File: config.mk
export PLATFORM = sky130hd
export DESIGN_NAME = lsu_bus_if_flat
export DESIGN_NICKNAME = d
export VERILOG_FILES = /design/src/rtl/lsu_pkg.sv /design/src/rtl/lsu_bus_if_if.sv /design/src/rtl/lsu_lane_align.sv /design/src/rtl/lsu_bus_if.sv /design/src/flat_wrapper.sv
export SDC_FILE = /design/constraint.sdc
export NUM_CORES = 1
export LEC_CHECK = 0
export CAP_MARGIN = 20
export CORE_ASPECT_RATIO = 1.75
export CORE_MARGIN = 1.5
export CORE_UTILIZATION = 45
export CTS_BUF_LIST = sky130_fd_sc_hd__clkbuf_8 sky130_fd_sc_hd__clkbuf_16
export CTS_CLUSTER_SIZE = 12
export DETAILED_ROUTE_END_ITERATION = 6
export GPL_TIMING_DRIVEN = 0
export PLACE_DENSITY = 0.83
export SYNTH_ARGS = -nofsm -noshare
export SYNTH_HDL_FRONTEND = slang
export SYNTH_SLANG_ARGS = --single-unit
File: constraint.sdc
create_clock -name clk_i -period 2.8 [get_ports clk_i]
set_input_delay 0.28 -clock clk_i [delete_from_list [all_inputs] [get_ports clk_i]]
set_output_delay 0.28 -clock clk_i [all_outputs]
set_load 0.01 [all_outputs]
File: src/rtl/lsu_pkg.sv
// Shared definitions for the nano_rv32i load/store unit: funct3 codes,
// FSM state encoding, response error codes and request legality helpers.
package lsu_pkg;

  localparam logic [2:0] F3_LB  = 3'd0;
  localparam logic [2:0] F3_LH  = 3'd1;
  localparam logic [2:0] F3_LW  = 3'd2;
  localparam logic [2:0] F3_LBU = 3'd4;
  localparam logic [2:0] F3_LHU = 3'd5;
  localparam logic [2:0] F3_SB  = 3'd0;
  localparam logic [2:0] F3_SH  = 3'd1;
  localparam logic [2:0] F3_SW  = 3'd2;

  localparam logic [1:0] ERR_OK       = 2'b00;
  localparam logic [1:0] ERR_MISALIGN = 2'b01;
  localparam logic [1:0] ERR_ILLEGAL  = 2'b10;
  localparam logic [1:0] ERR_TIMEOUT  = 2'b11;

  typedef enum logic [1:0] {
    ST_IDLE   = 2'd0,
    ST_REQ    = 2'd1,
    ST_WAIT_R = 2'd2,
    ST_RESP   = 2'd3
  } lsu_state_e;

  function automatic logic f3_illegal(input logic we, input logic [2:0] f3);
    if (we) return f3 > F3_SW;
    return (f3 == 3'd3) || (f3[2:1] == 2'b11);
  endfunction

  // Only meaningful for legal funct3: bits [1:0] encode the access size.
  function automatic logic f3_misaligned(input logic [2:0] f3, input logic [1:0] a);
    case (f3[1:0])
      2'b01:   return a[0];
      2'b10:   return a != 2'b00;
      default: return 1'b0;
    endcase
  endfunction

endpackage

File: src/rtl/lsu_bus_if_if.sv
// Memory-side bus between the LSU (master) and data memory (slave).
// Handshake: mem_req_o is held with all address-phase signals stable until the
// cycle mem_gnt_i is high; mem_rvalid_i qualifies mem_rdata_i for one cycle.
interface lsu_bus_if_if #(
  parameter int ADDR_W = 32
);
  logic              mem_req_o;
  logic              mem_gnt_i;
  logic              mem_we_o;
  logic [3:0]        mem_be_o;
  logic [ADDR_W-1:0] mem_addr_o;
  logic [31:0]       mem_wdata_o;
  logic              mem_rvalid_i;
  logic [31:0]       mem_rdata_i;

  modport master (
    output mem_req_o, mem_we_o, mem_be_o, mem_addr_o, mem_wdata_o,
    input  mem_gnt_i, mem_rvalid_i, mem_rdata_i
  );

  modport slave (
    input  mem_req_o, mem_we_o, mem_be_o, mem_addr_o, mem_wdata_o,
    output mem_gnt_i, mem_rvalid_i, mem_rdata_i
  );
endinterface

File: src/rtl/lsu_lane_align.sv
// Combinational byte-lane steering: store byte enables / data replication and
// load lane extraction with sign or zero extension.
module lsu_lane_align
  import lsu_pkg::*;
(
  input  logic [2:0]  funct3_i,
  input  logic [1:0]  addr_lo_i,
  input  logic [31:0] wdata_i,
  input  logic [31:0] rword_i,
  output logic [3:0]  be_o,
  output logic [31:0] wdata_o,
  output logic [31:0] rdata_o
);

  logic [7:0]  byte_sel;
  logic [15:0] half_sel;

  always_comb begin
    byte_sel = rword_i[{addr_lo_i, 3'b000} +: 8];
    half_sel = addr_lo_i[1] ? rword_i[31:16] : rword_i[15:0];
  end

  // Size comes from funct3[1:0] so loads also present the lanes they touch.
  always_comb begin
    be_o    = 4'b0000;
    wdata_o = wdata_i;
    case (funct3_i[1:0])
      2'b00: begin
        be_o    = 4'b0001 << addr_lo_i;
        wdata_o = {4{wdata_i[7:0]}};
      end
      2'b01: begin
        be_o    = addr_lo_i[1] ? 4'b1100 : 4'b0011;
        wdata_o = {2{wdata_i[15:0]}};
      end
      2'b10: be_o = 4'b1111;
      default: be_o = 4'b0000;
    endcase
  end

  always_comb begin
    rdata_o = 32'h0;
    case (funct3_i)
      F3_LB:   rdata_o = {{24{byte_sel[7]}}, byte_sel};
      F3_LH:   rdata_o = {{16{half_sel[15]}}, half_sel};
      F3_LW:   rdata_o = rword_i;
      F3_LBU:  rdata_o = {24'h0, byte_sel};
      F3_LHU:  rdata_o = {16'h0, half_sel};
      default: rdata_o = 32'h0;
    endcase
  end

endmodule

File: src/rtl/lsu_bus_if.sv
// Load/store unit: accepts one core request at a time, runs it over the
// handshaked memory bus with a bounded stall budget, returns a one-cycle response.
module lsu_bus_if
  import lsu_pkg::*;
#(
  parameter int ADDR_W      = 32,
  parameter int TIMEOUT_CYC = 255
) (
  input  logic              clk_i,
  input  logic              rst_i,
  input  logic              req_valid_i,
  output logic              req_ready_o,
  input  logic              req_we_i,
  input  logic [2:0]        funct3_i,
  input  logic [ADDR_W-1:0] addr_i,
  input  logic [31:0]       wdata_i,
  output logic              resp_valid_o,
  output logic [31:0]       rdata_o,
  output logic [1:0]        err_o,
  lsu_bus_if_if.master      mem,
  output lsu_state_e        dbg_state_o
);

  localparam int CNT_W = $clog2(TIMEOUT_CYC + 1);
  localparam logic [CNT_W-1:0] CNT_MAX = CNT_W'(TIMEOUT_CYC);

  lsu_state_e        state_q, state_d;
  logic              we_q, we_d;
  logic [2:0]        funct3_q, funct3_d;
  logic [ADDR_W-1:0] addr_q, addr_d;
  logic [31:0]       wdata_q, wdata_d;
  logic [31:0]       rdata_q, rdata_d;
  logic [1:0]        err_q, err_d;
  logic [CNT_W-1:0]  cnt_q, cnt_d;

  logic [3:0]        be_w;
  logic [31:0]       wdata_w;
  logic [31:0]       rdata_w;
  logic [CNT_W-1:0]  cnt_inc;
  logic              timeout_hit;

  lsu_lane_align u_align (
    .funct3_i  (funct3_q),
    .addr_lo_i (addr_q[1:0]),
    .wdata_i   (wdata_q),
    .rword_i   (mem.mem_rdata_i),
    .be_o      (be_w),
    .wdata_o   (wdata_w),
    .rdata_o   (rdata_w)
  );

  always_ff @(posedge clk_i) begin
    if (rst_i) begin
      state_q  <= ST_IDLE;
      we_q     <= 1'b0;
      funct3_q <= 3'd0;
      addr_q   <= '0;
      wdata_q  <= 32'h0;
      rdata_q  <= 32'h0;
      err_q    <= ERR_OK;
      cnt_q    <= '0;
    end else begin
      state_q  <= state_d;
      we_q     <= we_d;
      funct3_q <= funct3_d;
      addr_q   <= addr_d;
      wdata_q  <= wdata_d;
      rdata_q  <= rdata_d;
      err_q    <= err_d;
      cnt_q    <= cnt_d;
    end
  end

  // Saturating count: a grant landing on the last budget cycle still leaves
  // WAIT_R at the limit, so the first silent WAIT_R cycle times out.
  always_comb begin
    cnt_inc     = (cnt_q == CNT_MAX) ? cnt_q : cnt_q + CNT_W'(1);
    timeout_hit = (cnt_inc == CNT_MAX);
  end

  always_comb begin
    state_d  = state_q;
    we_d     = we_q;
    funct3_d = funct3_q;
    addr_d   = addr_q;
    wdata_d  = wdata_q;
    rdata_d  = rdata_q;
    err_d    = err_q;
    cnt_d    = cnt_q;
    case (state_q)
      ST_IDLE: begin
        if (req_valid_i) begin
          we_d     = req_we_i;
          funct3_d = funct3_i;
          addr_d   = addr_i;
          wdata_d  = wdata_i;
          rdata_d  = 32'h0;
          cnt_d    = '0;
          if (f3_illegal(req_we_i, funct3_i)) begin
            err_d   = ERR_ILLEGAL;
            state_d = ST_RESP;
          end else if (f3_misaligned(funct3_i, addr_i[1:0])) begin
            err_d   = ERR_MISALIGN;
            state_d = ST_RESP;
          end else begin
            err_d   = ERR_OK;
            state_d = ST_REQ;
          end
        end
      end
      ST_REQ: begin
        cnt_d = cnt_inc;
        if (mem.mem_gnt_i) begin
          state_d = we_q ? ST_RESP : ST_WAIT_R;
        end else if (timeout_hit) begin
          err_d   = ERR_TIMEOUT;
          state_d = ST_RESP;
        end
      end
      ST_WAIT_R: begin
        cnt_d = cnt_inc;
        if (mem.mem_rvalid_i) begin
          rdata_d = rdata_w;
          state_d = ST_RESP;
        end else if (timeout_hit) begin
          err_d   = ERR_TIMEOUT;
          state_d = ST_RESP;
        end
      end
      ST_RESP: state_d = ST_IDLE;
      default: state_d = ST_IDLE;
    endcase
  end

  always_comb begin
    req_ready_o     = (state_q == ST_IDLE);
    resp_valid_o    = (state_q == ST_RESP);
    rdata_o         = resp_valid_o ? rdata_q : 32'h0;
    err_o           = resp_valid_o ? err_q : ERR_OK;
    mem.mem_req_o   = (state_q == ST_REQ);
    mem.mem_we_o    = mem.mem_req_o & we_q;
    mem.mem_be_o    = mem.mem_req_o ? be_w : 4'b0000;
    mem.mem_addr_o  = mem.mem_req_o ? {addr_q[ADDR_W-1:2], 2'b00} : '0;
    mem.mem_wdata_o = mem.mem_req_o ? wdata_w : 32'h0;
    dbg_state_o     = state_q;
  end

endmodule
File: src/flat_wrapper.sv
// flat-port wrapper written by rule: the top's interface ports become plain ports
module lsu_bus_if_flat import lsu_pkg::*;
#(
  parameter int ADDR_W      = 32,
  parameter int TIMEOUT_CYC = 255
)
  (clk_i, rst_i, req_valid_i, req_ready_o, req_we_i, funct3_i, addr_i, wdata_i, resp_valid_o, rdata_o, err_o, dbg_state_o, mem_mem_req_o, mem_mem_we_o, mem_mem_be_o, mem_mem_addr_o, mem_mem_wdata_o, mem_mem_gnt_i, mem_mem_rvalid_i, mem_mem_rdata_i);
  lsu_bus_if_if #(.ADDR_W(ADDR_W)) mem_i ();
  input  logic clk_i;
  input  logic rst_i;
  input  logic req_valid_i;
  output logic req_ready_o;
  input  logic req_we_i;
  input  logic [2:0] funct3_i;
  input  logic [ADDR_W-1:0] addr_i;
  input  logic [31:0] wdata_i;
  output logic resp_valid_o;
  output logic [31:0] rdata_o;
  output logic [1:0] err_o;
  output lsu_state_e dbg_state_o;
  output wire logic [$bits(mem_i.mem_req_o)-1:0] mem_mem_req_o;
  output wire logic [$bits(mem_i.mem_we_o)-1:0] mem_mem_we_o;
  output wire logic [$bits(mem_i.mem_be_o)-1:0] mem_mem_be_o;
  output wire logic [$bits(mem_i.mem_addr_o)-1:0] mem_mem_addr_o;
  output wire logic [$bits(mem_i.mem_wdata_o)-1:0] mem_mem_wdata_o;
  input wire logic [$bits(mem_i.mem_gnt_i)-1:0] mem_mem_gnt_i;
  input wire logic [$bits(mem_i.mem_rvalid_i)-1:0] mem_mem_rvalid_i;
  input wire logic [$bits(mem_i.mem_rdata_i)-1:0] mem_mem_rdata_i;
  assign mem_mem_req_o = mem_i.mem_req_o;
  assign mem_mem_we_o = mem_i.mem_we_o;
  assign mem_mem_be_o = mem_i.mem_be_o;
  assign mem_mem_addr_o = mem_i.mem_addr_o;
  assign mem_mem_wdata_o = mem_i.mem_wdata_o;
  assign mem_i.mem_gnt_i = mem_mem_gnt_i;
  assign mem_i.mem_rvalid_i = mem_mem_rvalid_i;
  assign mem_i.mem_rdata_i = mem_mem_rdata_i;
  lsu_bus_if #(.ADDR_W(ADDR_W), .TIMEOUT_CYC(TIMEOUT_CYC)) u_core (.clk_i(clk_i), .rst_i(rst_i), .req_valid_i(req_valid_i), .req_ready_o(req_ready_o), .req_we_i(req_we_i), .funct3_i(funct3_i), .addr_i(addr_i), .wdata_i(wdata_i), .resp_valid_o(resp_valid_o), .rdata_o(rdata_o), .err_o(err_o), .mem(mem_i), .dbg_state_o(dbg_state_o));
endmodule
==> impl_metrics.yaml, run 1 <==
run_status:
  status: "complete, no violations"
timing:
  timing.max_slew.rel_slack: 0.341
  timing.clock.skew_ns: 0.00900
  tightestPinTransition_ns: 0.981
  setup_viol: 0
  finalHoldWorstSlack_ns: 0.447
  final_max_slew_viol_count: 0
  grt_setup_unrepaired: "no"
  report.final.hold_viol_count: 0
  max_freq_ghz: 0.377
  final.period_utilization: 0.947
  finalSetupTns_ns: 0
  layout_min_cycle_time_ns: 2.65
  post-route-worst-setup-slack_ns: 0.149
routing:
  detailedRoute.firstIterationViolations: 367
  drc_errors: 0
  viasPerCell: 5.36
  routedWlPerCell_microns: 16.7
  totalWireLength_microns: 19800
  drt_first_pass_iters: 5
  vias_after_detailed_routing: 6338
  ant_nets: 0
yosys:
  synthesis.area_per_instance_sq_um: 7.55
  synth-warning-count: 0
  ys_seq_elements: 112
  synth_edf_count: 0
  ys.flop_type: "dfxtp_1"
  syn_inst_count: 785
  ys_async_sr_fraction: 0
  synth_cell_types: 55
  netlist.top_cell.by_area: "dfxtp_1"
  yosys-top-cells-area: "dfxtp_1, nand2_1, a21oi_1"
  post_synth_instance_area_sq_um: 5930
  synth_largest_type_area_fraction: 0.378
  share_of_the_yosys_chip_area_belonging_to_registers: 0.378
power_and_ir_drop:
  seq_power_share: 0.347
  power_per_cell_area_nw_per_um2: 669
  vdd_drop_max_uv: 480
  pwr-share-clk: 0.227
  internal-power_mw: 3.50
  p_leak_nw: 3.14
  power_switching_mw: 2.23
  switching_power_as_a_share_of_total_power: 0.390
  total_power_mw: 5.73
  combinationalPowerShare: 0.427
critical_path:
  kind_of_end_point_of_the_critical_path: "output pin"
  timing.critical_path.required_ns: 2.52
  ff2ff_path_depth: 8
  reg2reg_from: "u_core.dbg_state_o[0]$_SDFFE_PP0P_"
  cp_data_arrival_time_ns: 2.37
  critPathLaunchType: "flop"
  worstPathMaxFanout: 10
  worst-setup-path-type: "reg -> out"
  cp-startpoint: "u_core.dbg_state_o[0]$_SDFFE_PP0P_"
grt:
  antenna_found_initial: 0
  grt_start_max_net_pins: 19
  first_global_vias: 6232
  grt_first_pass_wirelength_microns: 31100
  grt_overflow_total: 0
  grtUsageTotal: 0.280
cts:
  cts_buffers: 9
  htreeDepth: 3
  tritoncts: "done"
  post_cts_hold_fix_bufs: 0
  clk_root_buffer_cell: "clkbuf_16"
  cts_setup_buffers: 0
  clkSinkCount: 112
  ctsLongestPathBuffers: 2
  worstSkewPairLatency_ns: 0.35
  clk_pin_slew_worst_paths_ns: 0.07
final_layout:
  layout-drive-gt1-share: 0.0504
  antenna_cells_inserted: 0
  fill_cell_instance_count_of_the_final_layout: 1158
  layout_common_cells: "nand2_1, clkdlybuf4s50_1, dfxtp_1, a21oi_1, and2_1"
  area_growth_pct: 44.4
  final_common_cell: "nand2_1"
  num-nets-final: 1119
worst_hold_path:
  hold_crit_depth: 2
  worst_hold_path_type: "reg -> reg"
  min_from: "u_core.rdata_q[21]$_SDFFE_PP0P_"
placed_design:
  finalWeightedCongestion: 0.949
  setup_slack_after_placement_ns: 0.0749
  numPortBuffers: 210
  detailedPlacementHpwl_microns: 15300
job:
  drv_cap: 0
floorplan:
  io_pins: 213
  rows: 55
  floorplan.die_area_sq_um: 13900
  initial_core_util: 0.461
  die_x_microns: 89.8
  core_sq_um: 12900
  y_dimension_of_the_die_microns: 155
## Yosys cell counts, drive strengths merged (5+ instances only)
cell and n:
a21boi 8, a21o 17, a21oi 106, a222oi 7
a22o 8, a2bb2oi 7, and2 78, buf 10
clkbuf 53, dfxtp 112, ha 8, inv 8
mux2 7, mux2i 20, nand2 214, nand2b 8
nand3 6, nor2 23, nor2b 11, nor3 5
o211a 8, o21ai 19
## final cells by class
| cell class | instances | area (sq um) | share of cell area |
|---|---|---|---|
| Buffer | 62 | 264 | 0.0308 |
| Clock buffer | 9 | 225 | 0.0263 |
| Clock inverter | 7 | 73.8 | 0.00862 |
| Inverter | 8 | 30.0 | 0.00351 |
| Multi-Input combinational cell | 603 | 3410 | 0.398 |
| Sequential cell | 112 | 2240 | 0.262 |
| Tap cell | 171 | 214 | 0.0250 |
| Timing Repair Buffer | 210 | 2100 | 0.245 |
## flip-flops by register name, summed over array words and instances, names as in the netlist
name and flops:
u_core.rdata_q 32, u_core.dbg_state_o 2, u_core.we_q 1, u_core.wdata_q 32
u_core.funct3_q 3, u_core.err_q 2, u_core.addr_q 32, u_core.cnt_q 8
## logic make-up after synthesis
logic type / after synthesis / synth area share
compound gates: 204 / 0.225
fa+ha+maj: 8 / 0.0169
buf+inv: 71 / 0.0475
flops: 112 / 0.378
mux: 27 / 0.0471
other cells: 1 / 0.000632
simple gates: 362 / 0.285
## power groups by stage
stage,registers (mW),logic [mW],clock network (mW)
global placement,2.01,2.35,0
finish,1.99,2.44,1.30
global route,2.01,2.68,1.38
detailed placement,2.02,2.39,0
floorplan,1.97,1.52,0
CTS,1.98,2.42,1.31
## worst max-delay path, cell delays in order, from the launching register on
cell and delay, ns:
dfxtp_1 0.44, ha_2 0.28, clkbuf_4 0.25, clkbuf_2 0.22, a21boi_0 0.24, clkdlybuf4s50_1 0.59
## stage by stage
step / std cells / instance area [sq um] / util
2_1_floorplan: 786 / 5930 / -
3_3_place_gp: 1167 / 8250 / 0.641
3_5_place_dp: 1167 / 8250 / 0.641
4_1_cts: 1183 / 8560 / 0.665
5_1_grt: 1182 / 8560 / 0.665
6_report: 1182 / 8560 / 0.665
## layer usage
| layer | global-route usage | up-vias | part of all wire |
|---|---|---|---|
| li1 | - | 3090 | - |
| met1 | 0.281 | 2910 | 0.36 |
| met2 | 0.537 | 280 | 0.53 |
| met3 | 0.0547 | 58 | 0.059 |
| met4 | 0.152 | 0 | 0.049 |
| met5 | 0 | - | 0 |
## final timing paths
path                                                   endpoint  slack, ns
worst max-delay path                        mem_mem_wdata_o[12]       0.15
worst min-delay path            u_core.rdata_q[21]$_SDFFE_PP0P_       0.45
worst max register to register   u_core.addr_q[17]$_SDFFE_PP0P_       0.28
worst min register to register  u_core.rdata_q[21]$_SDFFE_PP0P_       0.45
## repair_timing
item | CTS | global route
pin swaps | 0 | 0
endpoints found under the hold margin | 0 | 0
resized for setup | 6 | 13
setup endpoints to repair | 64 | 70
Note: power is estimated with default switching activity, not from simulation.
==> inputs of run 2 (changes only) <==
CORE_MARGIN = not set   (was 1.5)
CORE_UTILIZATION = 49   (was 45)
PLACE_DENSITY = 0.9   (was 0.83)
clock period = 3.1 ns   (was 2.8 ns; I/O delays follow)
==> run 2 against run 1 <==
Against the previous run: wire length barely moved; via count rose by 1.5%; non-clock buffer count rose by 1; critical endpoint is now mem_mem_wdata_o[31]; highest routed layer unchanged; sequential power fell by 9.5%; critical path type unchanged; global-route usage rose by 3.7 points; cell area fell by 0.96%.
==> impl_metrics.yaml, run 2 (synthesis results as in run 1) <==
floorplan:
  rows: 52
  initial_core_util: 0.509
  floorplan.die_area_sq_um: 12600
  y_dimension_of_the_die_microns: 148
  core_sq_um: 11600
  die_x_microns: 85.2
  io_pins: 213
power_and_ir_drop:
  power_per_cell_area_nw_per_um2: 602
  p_leak_nw: 3.11
  seq_power_share: 0.353
  internal-power_mw: 3.10
  pwr-share-clk: 0.216
  switching_power_as_a_share_of_total_power: 0.393
  vdd_drop_max_uv: 418
  combinationalPowerShare: 0.431
  power_switching_mw: 2.00
cts:
  tritoncts: "done"
  worstSkewPairLatency_ns: 0.35
  cts_setup_buffers: 0
  clk_pin_slew_worst_paths_ns: 0.07
  ctsLongestPathBuffers: 2
  cts_buffers: 9
  clkSinkCount: 112
  clk_root_buffer_cell: "clkbuf_16"
  htreeDepth: 3
grt:
  first_global_vias: 6608
  antenna_found_initial: 0
  grt_start_max_net_pins: 17
  grt_overflow_total: 0
  grt_first_pass_wirelength_microns: 31200
  grtUsageTotal: 0.317
critical_path:
  kind_of_end_point_of_the_critical_path: "output pin"
  critical_path.endpoint: "mem_mem_wdata_o[31]"
  cp-startpoint: "u_core.funct3_q[1]$_SDFFE_PP0P_"
  r2r-end: "u_core.addr_q[7]$_SDFFE_PP0P_"
  worstPathMaxFanout: 10
  worst-r2r-setup-slack_ns: 0.47
  critPathLaunchType: "flop"
  ff2ff_path_depth: 9
  worst-setup-path-type: "reg -> out"
  reg2reg_from: "u_core.dbg_state_o[0]$_SDFFE_PP0P_"
  cp_data_arrival_time_ns: 2.62
  timing.critical_path.required_ns: 2.79
final_layout:
  final_common_cell: "nand2_1"
  largestRegisters: "u_core.addr_q x32, u_core.rdata_q x32, u_core.wdata_q x32"
  post-route-util: 0.728
  layout_common_cells: "nand2_1, clkdlybuf4s50_1, dfxtp_1, a21oi_1, and2_1"
  layoutNonFillerInstCount: 1146
  area_growth_pct: 43.0
  antenna_cells_inserted: 0
  fill_cell_instance_count_of_the_final_layout: 953
  layout-drive-gt1-share: 0.0396
  num-nets-final: 1120
placed_design:
  numPortBuffers: 210
  place.detailed.instances: 1131
  finalWeightedCongestion: 0.937
  detailedPlacementHpwl_microns: 15200
  setup_slack_after_placement_ns: 0.385
job:
  drv_cap: 0
routing:
  viasPerCell: 5.61
  vias_after_detailed_routing: 6434
  drt_first_pass_iters: 7
  routedWlPerCell_microns: 17.2
  drc_errors: 0
  totalWireLength_microns: 19800
  detailedRoute.firstIterationViolations: 431
  ant_nets: 0
timing:
  setup_viol: 0
  post-route-worst-setup-slack_ns: 0.168
  grt_setup_unrepaired: "no"
  layout_min_cycle_time_ns: 2.93
  final.period_utilization: 0.946
  final_max_slew_viol_count: 0
  timing.max_slew.rel_slack: 0.353
  report.final.hold_viol_count: 0
  finalSetupTns_ns: 0
  timing.clock.skew_ns: 0.00515
  tightestPinTransition_ns: 0.963
  max_freq_ghz: 0.341
  finalHoldWorstSlack_ns: 0.449
worst_hold_path:
  worst_hold_path_type: "reg -> reg"
  min_from: "u_core.rdata_q[25]$_SDFFE_PP0P_"
run_status:
  status: "complete, no violations"
==> run 2: per-stage QoR <==
| stage | total power [mW] | area [sq um] |
|---|---|---|
| global route | 5.39 | 8480 |
| finish | 5.10 | 8480 |
| CTS | 5.09 | 8480 |
| detailed placement | 3.99 | 8200 |
| global placement | 3.94 | 8200 |
| floorplan | 3.16 | 5930 |
==> run 2: metal layers <==
| metal | part of all wire | track usage | up-vias |
|---|---|---|---|
| li1 | - | - | 3092 |
| met1 | 0.34 | 0.309 | 2958 |
| met3 | 0.074 | 0.0620 | 81 |
| met4 | 0.057 | 0.209 | 0 |
| met5 | 0 | 0 | - |
| met2 | 0.53 | 0.592 | 303 |
==> run 2: worst min path at each step <==
stage | to | cells past startpoint
after floorplan | u_core.err_q[0]$_SDFFE_PP0P_ | 1
after global placement | u_core.rdata_q[23]$_SDFFE_PP0P_ | 2
after detailed placement | u_core.rdata_q[25]$_SDFFE_PP0P_ | 2
after CTS | u_core.rdata_q[25]$_SDFFE_PP0P_ | 2
after global routing | u_core.addr_q[11]$_SDFFE_PP0P_ | 2
final | u_core.rdata_q[25]$_SDFFE_PP0P_ | 2
==> run 2: critical path, stage by stage (launching register included) <==
cell and delay, ns:
dfxtp_1 0.34, buf_2 0.19, inv_1 0.08, clkbuf_1 0.41, clkbuf_1 0.48, o211a_1 0.23
clkdlybuf4s50_1 0.54
==> run 2: power by group through the flow <==
stage	clock, mW	sequential (mW)	combinational, mW
floorplan	0	1.78	1.38
global placement	0	1.82	2.12
detailed placement	0	1.83	2.17
CTS	1.11	1.80	2.18
global route	1.16	1.82	2.41
finish	1.10	1.80	2.20
==> run 2: what timing repair did <==
| action | 4_1_cts | 5_1_grt |
|---|---|---|
| endpoints found under the setup margin | 1 | 6 |
| resized for setup | 1 | 2 |
| hold buffers | 0 | 0 |
==> run 2: area by class of cell <==
cell class,instances,area [sq um],share of cell area
repair buffers,210,2100,0.248
multi-input cells,603,3410,0.402
inverters,8,30.0,0.00354
clock buffers,11,253,0.0298
clock inverters,4,21.3,0.00251
flip-flops and latches,112,2240,0.264
well taps,135,169,0.0199
plain buffers,63,254,0.0299
==> inputs of run 3 (changes only) <==
CELL_PAD_IN_SITES_DETAIL_PLACEMENT = 0   (was not set)
CELL_PAD_IN_SITES_GLOBAL_PLACEMENT = 1   (was not set)
CORE_UTILIZATION = 34   (was 49)
PLACE_DENSITY = 0.88   (was 0.9)
==> run 3 against run 2 <==
Against the previous run: flip-flop and latch count stayed put; critical endpoint is now mem_mem_wdata_o[25]; setup slack gained 0.017 ns; cell count up 8.1%; critical path type unchanged; highest routed layer unchanged; via count decreased by 4.6%; cell area is 2.1% higher; maximum frequency grew 0.59%; wire length up 3.5%; combinational power about the same; first-iteration DRC count decreased by 55%; sequential share of layout area down 0.55 points; register-to-register slack got worse by 0.07 ns.
==> impl_metrics.yaml, run 3 (synthesis results as in run 1) <==
run_status:
  status: "complete, no violations"
routing:
  vias_after_detailed_routing: 6139
  detailedRoute.firstIterationViolations: 193
  drc_errors: 0
  totalWireLength_microns: 20500
  routedWlPerCell_microns: 16.5
  viasPerCell: 4.95
  ant_nets: 0
  drt_first_pass_iters: 5
final_layout:
  largestRegisters: "u_core.addr_q x32, u_core.rdata_q x32, u_core.wdata_q x32"
  ff_latch_area_sq_um: 2240
  layout_common_cells: "nand2_1, clkdlybuf4s50_1, dfxtp_1, a21oi_1, and2_1"
  layout-drive-gt1-share: 0.0425
  antenna_cells_inserted: 0
  postLayoutCellArea_sq_um: 8660
  fill_cell_instance_count_of_the_final_layout: 1735
  area_growth_pct: 46.0
  footprint_of_the_multi_input_gates_sq_um: 3410
  final_common_cell: "nand2_1"
  num-nets-final: 1120
  layoutNonFillerInstCount: 1239
job:
  drv_cap: 0
critical_path:
  path_cells: "clkbuf_1 > clkbuf_1 > mux2i_1 > nand2_1 > o211a_1 > clkdlybuf4s50_1"
  timing.critical_path.required_ns: 2.79
  worst_path_dominant_cell_family: "buffers and inverters"
  reg2reg_from: "u_core.dbg_state_o[1]$_SDFFE_PP0P_"
  r2r-end: "u_core.addr_q[1]$_SDFFE_PP0P_"
  cp_common_cell: "clkbuf_1"
  cp_slowest_stage_delay_ns: 0.52
  critical_path.endpoint: "mem_mem_wdata_o[25]"
  crit_cells: 6
  worstPathMaxFanout: 10
  critPathLaunchType: "flop"
  cp-startpoint: "u_core.funct3_q[0]$_SDFFE_PP0P_"
  worst_path_max_delay_cell: "clkbuf_1"
  ff2ff_path_depth: 9
  worst-setup-path-type: "reg -> out"
  cp_data_arrival_time_ns: 2.61
  number_of_buffers_and_inverters_on_the_critical_path: 3
  kind_of_end_point_of_the_critical_path: "output pin"
  worst-r2r-setup-slack_ns: 0.40
placed_design:
  place.detailed.instances: 1223
  detailedPlacementHpwl_microns: 16100
  numPortBuffers: 210
  finalWeightedCongestion: 0.879
  detailed_place.area_sq_um: 8320
timing:
  tightestPinTransition_ns: 0.822
  max_freq_ghz: 0.343
  layout_min_cycle_time_ns: 2.92
  grt_setup_unrepaired: "no"
  final_max_slew_viol_count: 0
  timing.clock.skew_ns: 0.00877
  report.final.hold_viol_count: 0
  timing.max_slew.rel_slack: 0.447
  finalSetupTns_ns: 0
  final.period_utilization: 0.940
  setup_viol: 0
power_and_ir_drop:
  power_switching_mw: 2.05
  seq_power_share: 0.337
  internal-power_mw: 3.27
  power_per_cell_area_nw_per_um2: 614
  combinationalPowerShare: 0.413
  total_power_mw: 5.31
  p_leak_nw: 3.14
  switching_power_as_a_share_of_total_power: 0.385
  pwr-share-clk: 0.251
  vdd_drop_max_uv: 311
cts:
  worstSkewPairLatency_ns: 0.35
  clk_root_buffer_cell: "clkbuf_16"
  cts_buffers: 9
  post_cts_hold_fix_bufs: 0
  clk_pin_slew_worst_paths_ns: 0.08
  clkSinkCount: 112
  ctsLongestPathBuffers: 2
  htreeDepth: 3
  cts_setup_buffers: 0
  tritoncts: "done"
grt:
  grt_start_max_net_pins: 20
  grtUsageTotal: 0.226
  first_global_vias: 6023
  antenna_found_initial: 0
  grt_first_pass_wirelength_microns: 30800
  grt_overflow_total: 0
floorplan:
  floorplan.die_area_sq_um: 18000
  die_x_microns: 102
  rows: 63
  core_sq_um: 17000
  io_pins: 213
  y_dimension_of_the_die_microns: 177
  initial_core_util: 0.348
worst_hold_path:
  worst_hold_path_type: "reg -> reg"
-- run 3: worst min-delay path by stage --
| stage | slack (ns) | to | depth (start not counted) | startpoint |
|---|---|---|---|---|
| 5_1_grt | 0.47 | u_core.rdata_q[18]$_SDFFE_PP0P_ | 2 | u_core.rdata_q[18]$_SDFFE_PP0P_ |
| 2_1_floorplan | 0.39 | u_core.err_q[0]$_SDFFE_PP0P_ | 1 | rst_i |
| 4_1_cts | 0.45 | u_core.rdata_q[18]$_SDFFE_PP0P_ | 2 | u_core.rdata_q[18]$_SDFFE_PP0P_ |
| 6_report | 0.45 | u_core.rdata_q[30]$_SDFFE_PP0P_ | 2 | u_core.rdata_q[30]$_SDFFE_PP0P_ |
| 3_5_place_dp | 0.44 | u_core.rdata_q[18]$_SDFFE_PP0P_ | 2 | u_core.rdata_q[18]$_SDFFE_PP0P_ |
| 3_3_place_gp | 0.43 | u_core.rdata_q[30]$_SDFFE_PP0P_ | 2 | u_core.rdata_q[30]$_SDFFE_PP0P_ |
-- run 3: final cells by class --
| cell class | count | area share |
|---|---|---|
| Clock inverter | 6 | 0.0113 |
| Timing Repair Buffer | 210 | 0.243 |
| Tap cell | 227 | 0.0328 |
| Multi-Input combinational cell | 603 | 0.394 |
| Clock buffer | 10 | 0.0276 |
| Sequential cell | 112 | 0.259 |
| Buffer | 63 | 0.0295 |
| Inverter | 8 | 0.00347 |
-- run 3: worst register-to-register path, cell delays in order, from the launching register on --
cell and delay (ns):
dfxtp_1 0.37, inv_1 0.11, ha_1 0.19, clkbuf_1 0.34
and2_1 0.19, clkbuf_1 0.28, clkbuf_1 0.40, buf_1 0.49
nand2_1 0.11, a21oi_1 0.14
-- run 3: what timing repair did --
item                                    4_1_cts  5_1_grt
pin swaps                                     0        0
gates resized for setup                       1        4
endpoints found under the setup margin       16       13
gates cloned                                  0        0
-- run 3: metal layers --
layer	vias up	part of all wire	global-route usage
li1	3094	-	-
met4	0	0.047	0.122
met5	-	0	0
met1	2781	0.37	0.229
met2	212	0.54	0.431
met3	52	0.049	0.0340
-- run 3: metrics by stage --
step / setup slack, ns / utilization / hold WS, ns
floorplan: 1.02 / - / 0.391
global placement: 0.254 / 0.489 / 0.434
CTS: 0.0314 / 0.508 / 0.450
global route: 0.00216 / 0.509 / 0.465
finish: 0.185 / 0.509 / 0.448
detailed placement: 0.247 / 0.489 / 0.439
-- run 3: power by group through the flow --
stage	combinational, mW	clock, mW	sequential (mW)
after floorplan	1.38	0	1.78
after global placement	2.19	0	1.81
after detailed placement	2.21	0	1.82
after CTS	2.22	1.35	1.79
after global routing	2.43	1.40	1.82
final	2.19	1.33	1.79
==> RTL edit, RTL diff (flow settings as in run 3) <==
`ADDR_W` is set to 32 in 3 places; all go to 16.
--- a/src/rtl/lsu_bus_if_if.sv
+++ b/src/rtl/lsu_bus_if_if.sv
@@ -3,5 +3,5 @@
 // cycle mem_gnt_i is high; mem_rvalid_i qualifies mem_rdata_i for one cycle.
 interface lsu_bus_if_if #(
-  parameter int ADDR_W = 32
+  parameter int ADDR_W = 16
 );
   logic              mem_req_o;
--- a/src/rtl/lsu_bus_if.sv
+++ b/src/rtl/lsu_bus_if.sv
@@ -4,5 +4,5 @@
   import lsu_pkg::*;
 #(
-  parameter int ADDR_W      = 32,
+  parameter int ADDR_W      = 16,
   parameter int TIMEOUT_CYC = 255
 ) (
--- a/src/flat_wrapper.sv
+++ b/src/flat_wrapper.sv
@@ -2,5 +2,5 @@
 module lsu_bus_if_flat import lsu_pkg::*;
 #(
-  parameter int ADDR_W      = 32,
+  parameter int ADDR_W      = 16,
   parameter int TIMEOUT_CYC = 255
 )
Interface: changed (resized addr_i and mem_mem_addr_o); port bits go from 213 to 181. No check against the original RTL was run, so the function may have changed too.
==> RTL edit against run 3 <==
  * Synthesized area fell by 11%
  * Power is 12% lower
  * Sequential cell count decreased by 16
  * Sequential power is 13% lower
  * Final cell count fell by 13%
  * Design area down 12%
  * Setup slack about the same
  * Register-to-register slack gained 300 ps
  * Maximum frequency is essentially flat
  * Count of clock-buffer cells in the layout is the same
  * Core utilization is 1.1 points lower
  * Routed wire length fell by 11%
==> RTL edit: results (changes against run 3) <==
timing:
  worst_pin_slew_ps: 851.0  # +28.57 ps
  fin_skew_ps: 7.808  # -0.9619 ps
  hold_ws_ps: 400.7  # -47.40 ps
placed_design:
  dp_cells: 1062  # -13%
  hpwl_um: 14270  # -11%
  place_congestion: 0.8918  # +1.5%
  portBuffers: 177  # -16%
  preCtsSetupSlack_ps: 201.0  # -45.81 ps
hold_path:
  worst_hold_startpoint: "rst_i"
  holdPathEnd: "u_core.err_q[0]"
  hold_path_class: "in2reg"
power:
  power_frac_clock: 0.246  # -0.005
  p_leak_nw: 2.762  # -12%
  switching_share: 0.3924  # +0.007179
  switching_power_mw: 1.844  # -9.9%
  p_seq_frac: 0.331  # -0.006
worst_setup_path:
  endpoint: "mem_mem_wdata_o[6]"
  reg2reg_to: "u_core.addr_q[15]"
  r2r_slack_ps: 700  # +300 ps
  crit_start: "u_core.dbg_state_o[1]"
detailed_routing:
  met1_length_um: 6890  # -8.3%
  dr_wl_met3_um: 1033  # +2.1%
  route.detailed.wl_per_inst_um: 16.89  # +2.3%
  vias_per_cell: 5.078  # +2.5%
  wl_met2_um: 9477  # -14%
final_layout:
  seqCellArea_mm2: 0.001922  # -14%
  drive_above_1_share: 0.04933  # +0.006837
  area_growth_pct: 43.73
  fillers: 1594  # -8.1%
  num-nonclk-buffers: 233  # -15%
  fin_nets: 984  # -12%
  reg.largest.list: "u_core.rdata_q x32, u_core.wdata_q x32, u_core.addr_q x16"
  flops_and_latches: 96  # -14%
  multi_input_area_share: 0.4100  # +0.01629
synth:
  synth_area_leaders: "dfxtp_1, nand2_1, a21oi_1"
  ys_types: 56  # +1.8%
  netlist_instances: 698  # -11%
  synth_common_cells: "nand2_1, dfxtp_1, a21oi_1"
  synth-compound-area-share: 0.2391  # +0.01393
  synth.yosys.seq_area_share: 0.3625  # -0.01562
  synthAdderAreaFrac: 0.01888  # +0.002000
  synthMuxAreaShare: 0.05263  # +0.005575
global_routing:
  grt_use_met3: 0.04087  # +0.006907
  use_met1: 0.2395  # +0.01057
  grt_pass1_wl_um: 27590  # -10%
  grt_usage: 0.2284  # +0.002260
run_status:
  status: "completed"
floorplan:
  rows: 60  # -4.8%
[RTL edit: changes by cell type in the layout (fill, tap and decap cells not counted), moves of 2 or more]
cell                    run 3  this run
dfxtp_1                   112        96
a21boi_0                    8         0
o21ai_1                     2        14
inv_6                       3         1
clkdlybuf4s50_1           210       177
nand2_1                   214       182
a21boi_1                    0         8
clkbuf_1                   50        32
and2_1                     78        61
clkinvlp_4                  0         2
a21oi_1                   106        90
o21ai_0                    17         5
buf_1                       4        14
[RTL edit: cells by family after synthesis]
group | after synthesis
flops | 96
mux | 27
simple gates | 314
compound gates | 188
other cells | 1
fa+ha+maj | 8
buf+inv | 64
[RTL edit: critical path, cell delays in order, from the launching register on]
cell	delay (ps)
dfxtp_1	400
inv_1	110
ha_1	340
clkbuf_2	290
clkbuf_1	350
and2_1	220
clkdlybuf4s50_1	540
[RTL edit: timing repair]
item	in CTS	in global routing
cloned	0	0
setup endpoints to repair	13	19
resized for setup	2	2
